**src/rtl/char_reg_pkg.sv**
```systemverilog
// Shared types and helpers for the char_classifier linear classifier.
// ACC_SATURATE_EN selects the saturating accumulator helper below.
package char_reg_pkg;

  typedef enum logic [2:0] {IDLE, ISSUE, DRAIN, CMP, DONE} state_e;

  // address -> RAM data -> product register -> accumulator
  localparam int PIPE_LAT = 3;

  // Signed add clamped to a w-bit two's-complement range (w <= 63).
  function automatic logic signed [63:0] sat_add(input logic signed [63:0] a,
                                                 input logic signed [63:0] b,
                                                 input int                 w);
    logic signed [63:0] s, hi, lo;
    s  = a + b;
    hi = (64'sd1 <<< (w - 1)) - 64'sd1;
    lo = -hi - 64'sd1;
    if (s > hi) return hi;
    if (s < lo) return lo;
    return s;
  endfunction

endpackage

```
**src/rtl/mac_unit.sv**
```systemverilog
// Multiply-accumulate stage: registered pixel*weight product, then accumulate.
// ACC_SATURATE_EN makes the accumulate clamp instead of wrap.
module mac_unit
  import char_reg_pkg::*;
#(
  parameter int WEIGHT_W = 16,
  parameter int ACC_W    = 32
) (
  input  logic                clk,
  input  logic                rst,
  input  logic                clr,
  input  logic                en,
  input  logic [7:0]          pix,
  input  logic [WEIGHT_W-1:0] wgt,
  output logic [ACC_W-1:0]    acc
);
  localparam int PROD_W = WEIGHT_W + 9;

  logic signed [8:0]        pix_s;
  logic signed [PROD_W-1:0] prod_q;
  logic signed [ACC_W-1:0]  acc_q, acc_d, addend;

  assign pix_s  = {1'b0, pix};
  assign addend = ACC_W'(prod_q);

`ifdef ACC_SATURATE_EN
  assign acc_d = ACC_W'(sat_add(64'(acc_q), 64'(addend), ACC_W));
`else
  assign acc_d = acc_q + addend;
`endif

  // Product loads every cycle; en marks when it holds a real term.
  always_ff @(posedge clk) begin
    if (rst) prod_q <= '0;
    else     prod_q <= PROD_W'(pix_s) * PROD_W'($signed(wgt));
  end

  always_ff @(posedge clk) begin
    if (rst || clr) acc_q <= '0;
    else if (en)    acc_q <= acc_d;
  end

  assign acc = acc_q;

endmodule

```
**src/rtl/char_classifier.sv**
```systemverilog
// Linear classifier: per-class dot product plus bias over image/weight RAMs, argmax out.
// Build with ACC_SATURATE_EN for a saturating accumulator (default wraps).
module char_classifier
  import char_reg_pkg::*;
#(
  parameter int N_PIXELS  = 784,
  parameter int N_CLASSES = 10,
  parameter int WEIGHT_W  = 16,
  parameter int ACC_W     = 32,
  localparam int PIX_AW   = $clog2(N_PIXELS),
  localparam int WGT_AW   = $clog2(N_CLASSES*(N_PIXELS+1)),
  localparam int CLS_W    = $clog2(N_CLASSES)
) (
  input  logic                clk,
  input  logic                rst,
  input  logic                start,
  output logic                busy,
  output logic [PIX_AW-1:0]   pix_addr,
  input  logic [7:0]          pix_data,
  output logic [WGT_AW-1:0]   wgt_addr,
  input  logic [WEIGHT_W-1:0] wgt_data,
  output logic                done,
  output logic [CLS_W-1:0]    ans,
  output logic [ACC_W-1:0]    score
);
  localparam int P_W  = $clog2(N_PIXELS+1);
  localparam int DR_W = $clog2(PIPE_LAT);

  state_e                  state_q;
  logic                    busy_q, done_q, bias_q;
  logic [1:0]              vld_pipe_q;
  logic [DR_W-1:0]         drain_q;
  logic [P_W-1:0]          p_q;
  logic [PIX_AW-1:0]       pix_addr_q;
  logic [WGT_AW-1:0]       wgt_addr_q;
  logic [CLS_W-1:0]        cls_q, best_cls_q, ans_q;
  logic signed [ACC_W-1:0] best_q;
  logic [ACC_W-1:0]        score_q, acc;
  logic                    accept, clr;
  logic [7:0]              pix_op;

  // start coinciding with the done pulse is dropped
  assign accept = (state_q == IDLE) && start && !done_q;
  assign clr    = accept || (state_q == CMP);
  assign pix_op = bias_q ? 8'd1 : pix_data;

  mac_unit #(.WEIGHT_W(WEIGHT_W), .ACC_W(ACC_W)) u_mac (
    .clk (clk),
    .rst (rst),
    .clr (clr),
    .en  (vld_pipe_q[1]),
    .pix (pix_op),
    .wgt (wgt_data),
    .acc (acc)
  );

  always_ff @(posedge clk) begin
    if (rst) begin
      state_q    <= IDLE;
      busy_q     <= 1'b0;
      done_q     <= 1'b0;
      bias_q     <= 1'b0;
      vld_pipe_q <= '0;
      drain_q    <= '0;
      p_q        <= '0;
      pix_addr_q <= '0;
      wgt_addr_q <= '0;
      cls_q      <= '0;
      best_cls_q <= '0;
      best_q     <= '0;
      ans_q      <= '0;
      score_q    <= '0;
    end else begin
      done_q     <= 1'b0;
      vld_pipe_q <= {vld_pipe_q[0], state_q == ISSUE};
      bias_q     <= (state_q == ISSUE) && (p_q == P_W'(N_PIXELS));
      case (state_q)
        IDLE: if (accept) begin
          state_q    <= ISSUE;
          busy_q     <= 1'b1;
          cls_q      <= '0;
          p_q        <= '0;
          pix_addr_q <= '0;
          wgt_addr_q <= '0;
        end
        ISSUE: if (p_q == P_W'(N_PIXELS)) begin
          state_q <= DRAIN;
          drain_q <= '0;
        end else begin
          // the bias slot reuses the last pixel address
          p_q        <= p_q + P_W'(1);
          wgt_addr_q <= wgt_addr_q + WGT_AW'(1);
          if (p_q < P_W'(N_PIXELS-1)) pix_addr_q <= pix_addr_q + PIX_AW'(1);
        end
        DRAIN: begin
          drain_q <= drain_q + DR_W'(1);
          if (drain_q == DR_W'(PIPE_LAT-1)) state_q <= CMP;
        end
        CMP: begin
          if (cls_q == '0 || $signed(acc) > best_q) begin
            best_q     <= $signed(acc);
            best_cls_q <= cls_q;
          end
          if (cls_q == CLS_W'(N_CLASSES-1)) begin
            state_q <= DONE;
          end else begin
            state_q    <= ISSUE;
            cls_q      <= cls_q + CLS_W'(1);
            p_q        <= '0;
            pix_addr_q <= '0;
            wgt_addr_q <= wgt_addr_q + WGT_AW'(1);
          end
        end
        DONE: begin
          state_q <= IDLE;
          busy_q  <= 1'b0;
          done_q  <= 1'b1;
          ans_q   <= best_cls_q;
          score_q <= best_q;
        end
        default: state_q <= IDLE;
      endcase
    end
  end

  assign busy     = busy_q;
  assign done     = done_q;
  assign pix_addr = pix_addr_q;
  assign wgt_addr = wgt_addr_q;
  assign ans      = ans_q;
  assign score    = score_q;

endmodule

```
**config.mk**
```make
export PLATFORM = sky130hd
export DESIGN_NAME = char_classifier
export DESIGN_NICKNAME = d
export VERILOG_FILES = /design/src/rtl/char_reg_pkg.sv /design/src/rtl/mac_unit.sv /design/src/rtl/char_classifier.sv
export SDC_FILE = /design/constraint.sdc
export NUM_CORES = 1
export LEC_CHECK = 0
export BUFFER_PORTS_ARGS = -buffer_cell sky130_fd_sc_hd__buf_2
export CAP_MARGIN = 40
export CORE_MARGIN = 2
export CORE_UTILIZATION = 63
export DETAILED_ROUTE_END_ITERATION = 10
export PLACE_DENSITY = 0.82
export SYNTH_ARGS = -nofsm -noshare
export SYNTH_HDL_FRONTEND = slang
export SYNTH_SLANG_ARGS = --single-unit
```
**constraint.sdc**
```tcl
create_clock -name clk -period 6.75 [get_ports clk]
set_input_delay 1.0125 -clock clk [delete_from_list [all_inputs] [get_ports clk]]
set_output_delay 1.0125 -clock clk [all_outputs]
set_load 0.02 [all_outputs]
```
==> results by group, run 1 <==
Critical path
  – Worst-path maximum fanout: 11
  – Reg-to-reg setup timing slack: around 1.2 ns
  – CP Class: in2reg
  – Critical-path top delay cell: fa_1
  – Worst setup endpoint: u_mac.prod_q[24]$_SDFF_PP0_
  – Worst Setup Start Kind: primary input
  – Arrival @ worst endpoint: between 6 and 7 ns
  – Crit-path most repeated cell: fa_1
  – R2R Path End: u_mac.prod_q[24]$_SDFF_PP0_
  – Crit path from: pix_data[1]
  – Crit. End Element: flip-flop
  – Max incr delay on CP: 0.54 ns
  – Critical path required time: around 7.1 ns
  – Crit Reg-Reg Startpoint: bias_q$_SDFF_PP0_
  – Critical path cell sequence: buf_2 > nor2b_1 > buf_4 > nand2_1 > fa_1 > inv_1 > fa_1 > inv_1 > fa_1 > fa_1 > inv_1 > ha_1 > o21a_2 > a21oi_2 > o21ai_2 > a221o_1 > a21bo_1 > o41a_1 > a31oi_1 > xnor2_1 > nor2_1
  – Reg2Reg Depth: 20

Floorplan
  – Die W: roughly 150 microns
  – Chip Height: around 150 microns
  – Core footprint: about 22,000 sq um
  – Die Area: around 23,000 sq um
  – Io pins: between 80 and 90
  – Std cell rows: 54
  – Initial Utilization: between 60 and 70%

Route
  – Total vias in the final route: approximately 12,000
  – DRC viols: 0
  – Vias per cell: around 6
  – Wire per inst: about 15 microns
  – DR iter-0 viols: 800
  – Met1 wire length: around 14,000 microns
  – Remaining antenna violation count after routing: 0
  – Highest Signal Layer: met4
  – DR WL met3: about 1700 microns
  – Pre-Repair DR Iteration Count: 5
  – Routed wire length on met2: between 10,000 and 15,000 microns
  – Final WL: about 31,000 microns

Status
  – Outcome: complete, no violations

CTS
  – Clock Path Buffers: 2
  – Post-CTS sizing: 0
  – H-tree lvl count: 4
  – CTS tree: done
  – Cts hold-fix bufs: 0
  – Reg clk slew, reported paths: 0.07 ns
  – CTS Root Cell: clkbuf_16
  – Clk_lat worst skew: 0.45 ns
  – CTS buffer count: 17
  – CTS sink count: 176
  – # Post-CTS Setup Buffers: 0

Logic synthesis
  – Netlist cell types: 70
  – Syn_nets: around 1,900
  – FFs w/ async S/R, synth: 0%
  – Post-synth EDFFs: 0
  – Primary FF master, synth: dfxtp_1
  – Post-synthesis register bit count: about 180
  – Mapped Cells: 1,637
  – Mean post-synth cell area: 8.55 sq um
  – Syn Std Cell Area: 14,000 sq um
  – Register area share after synthesis: roughly a quarter
  – Yosys warns: 0

Place
  – Post-DP HPWL: between 20,000 and 25,000 microns
  – Placement Cell Area: between 10,000 and 15,000 sq um
  – Placer Congestion: about 0.90
  – # port buffers: 87
  – Dpl cells: approximately 1,900

Timing
  – Slew at the pin with the worst max-slew slack: about 0.9 ns
  – Normalized max-slew margin: between 40% and 50%
  – RSZ-0062 raised after global routing: false
  – FMAX: between 150 and 200 MHz
  – Final min period: 5.79 ns
  – Final worst path period share: 85.8%
  – Final Setup Violations: 0
  – WHS: between 0.4 and 0.5 ns
  – Fin Setup TNS: 0 ns
  – Hold Vio Cnt, Final: 0
  – Fin Clk Skew: approximately 0.012 ns
  – Slew Viols, Final: 0

GRT
  – All-Layer GR Usage: 26.7%
  – Initial antenna violation count: 0
  – Number of global-route vias before repair: approximately 11,000
  – First-pass GRT wire length: 53,200 microns
  – Grt ovf: 0
  – Largest net degree at the start of global routing: 79

Power
  – VDD IR max: 0.199 mV
  – PD cells: around 270 nW/um^2
  – LEAKAGE: 0.00712 uW

Worst hold path
  – Min-delay worst type: reg2reg

Cells and area
  – Layout cells sized above 1: a little under a tenth
  – Area growth syn-to-layout: 9.03%
  – Finished Layout Cells: slightly below 2,000
  – N_diodes: 0
  – Util after Layout: a little over two thirds
  – Layout Nets: between 1,500 and 2,000
  – Fin area: around 15,000 sq um

Run
  – Max Cap Violations: 0
metal layers:
| metal | track usage [%] | up-vias |
|---|---|---|
| met4 | 8.25 | 0 |
| met2 | 43.9 | 376 |
| met3 | 3.01 | 48 |
| met1 | 37.1 | 5629 |
| li1 | - | 5708 |
| met5 | 0 | - |
cells in the mapped netlist, drive strengths merged, types with 29 or more instances:
master  count  share of area, %
inv       213               5.7
dfxtp     176                25
nor2      142               3.8
ha        121                11
nand2     108               2.9
fa        103                15
clkbuf     72               1.9
and2       69               3.1
a21oi      63               2.4
nand4      57               2.5
a21o       43               2.3
xor2       39               2.4
o211ai     38               2.1
a22o       36               2.3
a32oi      34               2.1
nand3      34               1.2
nor3       31               1.1
or3        31               1.4
o21ai      29               1.1
final cells by class:
class / count / area (sq um)
multi-input cells: 1169 / 9390
fillers: 1687 / 6560
flip-flops and latches: 176 / 3520
inverters: 213 / 800
repair buffers: 109 / 621
clock buffers: 18 / 439
well taps: 280 / 350
clock inverters: 14 / 139
registers in the layout, indices dropped and copies added, names as in the netlist:
signal and count:
p_q 10, done 1, busy 1, bias_q 1
u_mac.acc 32, state_q 3, best_q 32, wgt_addr 13
ans 4, vld_pipe_q 2, score 32, cls_q 4
pix_addr 10, best_cls_q 4, drain_q 2, u_mac.prod_q 25
worst min-delay path by stage:
stage               cells past startpoint                  endpoint                      from  slack (ns)
global placement                        1  vld_pipe_q[1]$_SDFF_PP0_  vld_pipe_q[0]$_SDFF_PP0_        0.42
detailed placement                      1  vld_pipe_q[1]$_SDFF_PP0_  vld_pipe_q[0]$_SDFF_PP0_        0.43
CTS                                     1  vld_pipe_q[1]$_SDFF_PP0_  vld_pipe_q[0]$_SDFF_PP0_        0.45
floorplan                               1  vld_pipe_q[1]$_SDFF_PP0_  vld_pipe_q[0]$_SDFF_PP0_        0.41
global route                            1  vld_pipe_q[1]$_SDFF_PP0_  vld_pipe_q[0]$_SDFF_PP0_        0.46
finish                                  1  vld_pipe_q[1]$_SDFF_PP0_  vld_pipe_q[0]$_SDFF_PP0_        0.45
critical path, delay by kind of cell:
kind            cells  cell delay (ns)
compound gates      7             1.61
xor+xnor            1             0.13
fa+ha+maj           5             2.34
buf+inv             5             0.48
simple gates        3             0.52
where the power goes:
part / switching [uW] / internal, uW / leakage [uW] / total (uW)
registers: 35.7 / 1110 / 0.00143 / 1140
clock network: 462 / 501 / 0.000288 / 963
logic: 1130 / 827 / 0.00540 / 1960
through the flow:
stage                     total power, uW  worst slack, ns
after global placement               3030            0.212
after detailed placement             3120            0.538
final                                4070            0.962
after CTS                            4080             1.00
after floorplan                      2750            0.831
after global routing                 4410            0.562
cell families after synthesis:
group,count (synthesis),synth area share [%]
AOI/OAI and AO/OA,308,15.9
xor gates and xnor gates,66,4.13
adders and majority gates,224,25.5
buffers and inverters,292,7.87
DFF,176,25.2
muxes,21,1.51
and+or+nand+nor,550,19.9
cells in the final DEF (no fill, tap or decap), drive strengths merged, types with 6 or more instances in the layout:
cell    count
and2       69
fa        103
xnor2      27
inv       221
dfxtp     176
nand2     108
o21a       13
o211ai     38
a22o       36
a31oi       7
and3       16
a32oi      34
nand2b     11
o21ai      29
nor3       31
o21bai      6
nand3      34
nand4      57
nor2      142
a21oi      63
ha        121
nor2b      24
and4        7
a21o       43
a211oi     12
clkinv      6
buf       109
clkbuf     18
xor2       39
or3        31
mux2i      20
Note: power is estimated with default switching activity, not from simulation.
==> run 2: changes to the inputs <==
Settings changed: BUFFER_PORTS_ARGS -buffer_cell sky130_fd_sc_hd__buf_2 to -buffer_cell sky130_fd_sc_hd__buf_4.
==> results by group, run 2 (same netlist as run 1, synthesis figures left out) <==
Power
  – PD cells: approximately 270 nW/um^2
  – VDD IR max: 0.191 mV
  – LEAKAGE: slightly above 0.007 uW

Timing
  – Slew at the pin with the worst max-slew slack: roughly 0.9 ns
  – Hold Vio Cnt, Final: 0
  – Fin Setup TNS: 0 ns
  – Slew Viols, Final: 0
  – FMAX: 169 MHz
  – Normalized max-slew margin: between 30 and 40%
  – Final worst path period share: 87.7%
  – RSZ-0062 raised after global routing: false
  – Fin Clk Skew: approximately 0.010 ns
  – Final min period: between 5 and 6 ns
  – Final Setup Violations: 0
  – Post-route setup slack: 0.833 ns

Worst hold path
  – Min-delay worst type: reg2reg
  – Hold_sp: vld_pipe_q[0]$_SDFF_PP0_

Cells and area
  – Area growth syn-to-layout: 10.5%
  – Most frequent cells in the layout: 212 x inv_1, 176 x dfxtp_1, 140 x nor2_1, 121 x ha_1, 109 x buf_4
  – Fillers: around 1,700
  – Fin area: approximately 15,000 sq um
  – Layout Nets: approximately 1,900
  – N_diodes: 0
  – Area of the multi-input gates: about 9400 sq um
  – Most common cell after layout, fill and taps aside: inv_1
  – Sequential cell area: ~3500 sq um
  – Layout cells sized above 1: 9.30%

Floorplan
  – Io pins: about 90
  – Die Area: roughly 23,000 sq um
  – Std cell rows: 54
  – Core footprint: about 22,000 sq um
  – Die W: approximately 150 microns
  – Chip Height: roughly 150 microns
  – Initial Utilization: about 64%

Route
  – Total vias in the final route: 11,800
  – DR iter-0 viols: a little under 800
  – Wire per inst: around 16 microns
  – Final WL: approximately 30,000 microns
  – DRC viols: 0
  – Remaining antenna violation count after routing: 0
  – Vias per cell: a little under 6
  – Pre-Repair DR Iteration Count: 5

GRT
  – Grt ovf: 0
  – Number of global-route vias before repair: ~11,000
  – First-pass GRT wire length: roughly 53,000 microns
  – All-Layer GR Usage: a little over a quarter
  – Largest net degree at the start of global routing: 78
  – Initial antenna violation count: 0

CTS
  – CTS tree: done
  – Post-CTS sizing: 0
  – CTS Root Cell: clkbuf_16
  – # Post-CTS Setup Buffers: 0
  – CTS buffer count: 17
  – Cts hold-fix bufs: 0
  – CTS sink count: approximately 180
  – Clk_lat worst skew: about 0.45 ns
  – Reg clk slew, reported paths: 0.08 ns
  – H-tree lvl count: 4
  – Clock Path Buffers: 2

Place
  – # port buffers: between 80 and 90
  – Placer Congestion: ~0.88
  – Setup WS pre-CTS: 0.390 ns
  – Placement Cell Area: approximately 15,000 sq um
  – Post-DP HPWL: about 23,000 microns

Critical path
  – Crit. End Element: flip-flop
  – Arrival @ worst endpoint: 6.23 ns
  – CP Class: in2reg
  – Crit path from: pix_data[5]
  – Crit Reg-Reg Startpoint: bias_q$_SDFF_PP0_
  – Worst Setup Start Kind: primary input
  – Worst-path maximum fanout: 9
  – Critical path required time: between 7 and 8 ns

Run
  – Max Cap Violations: 0

Status
  – Outcome: complete, no violations
[run 2: power breakdown]
| part | internal (uW) | leakage, uW | total (uW) | switching [uW] |
|---|---|---|---|---|
| registers | 1110 | 0.00143 | 1140 | 34.9 |
| logic | 829 | 0.00541 | 1970 | 1140 |
| clock network | 527 | 0.000290 | 994 | 467 |
[run 2: area by class of cell]
cell class | count | share of cell area, %
clock buffers | 17 | 2.75
clock inverters | 15 | 1.07
inverters | 213 | 5.17
multi-input cells | 1169 | 60.7
flip-flops and latches | 176 | 22.8
well taps | 280 | 2.26
repair buffers | 109 | 5.29
[run 2: critical path: stages]
cell     delay (ns)
buf_4          0.07
nor2b_1        0.52
nand2_1        0.18
fa_1           0.52
fa_1           0.50
inv_1          0.06
fa_1           0.54
inv_1          0.06
fa_1           0.53
inv_1          0.04
ha_1           0.34
o21a_1         0.18
nor2_1         0.13
o31ai_1        0.13
o41ai_1        0.70
o21ai_1        0.14
a21oi_1        0.24
o21ai_1        0.11
xnor2_1        0.14
nor2_1         0.07
[run 2: per-layer routing]
metal | vias up | share of wire (%) | global-route usage (%)
li1 | 5708 | - | -
met1 | 5670 | 46 | 36.9
met2 | 362 | 47 | 43.3
met3 | 49 | 5.1 | 3.29
met4 | 0 | 1.9 | 8.69
met5 | - | 0 | 0
[run 2: per-stage QoR]
stage               instances  power [uW]  utilization, %  hold slack, ns
global route             1979        4440            70.9           0.474
finish                   1979        4110            70.9           0.453
floorplan                1637        2750               -           0.414
detailed placement       1946        3130            68.2           0.434
CTS                      1978        4110            70.9           0.455
global placement         1944        3030            68.1           0.416
[run 2: final timing paths]
| check | cells after the start | end | slack [ns] |
|---|---|---|---|
| setup / recovery | 20 | u_mac.prod_q[23]$_SDFF_PP0_ | 0.83 |
| hold / removal | 1 | vld_pipe_q[1]$_SDFF_PP0_ | 0.45 |
| setup reg to reg | 19 | u_mac.prod_q[23]$_SDFF_PP0_ | 1.05 |
| hold reg to reg | 1 | vld_pipe_q[1]$_SDFF_PP0_ | 0.45 |
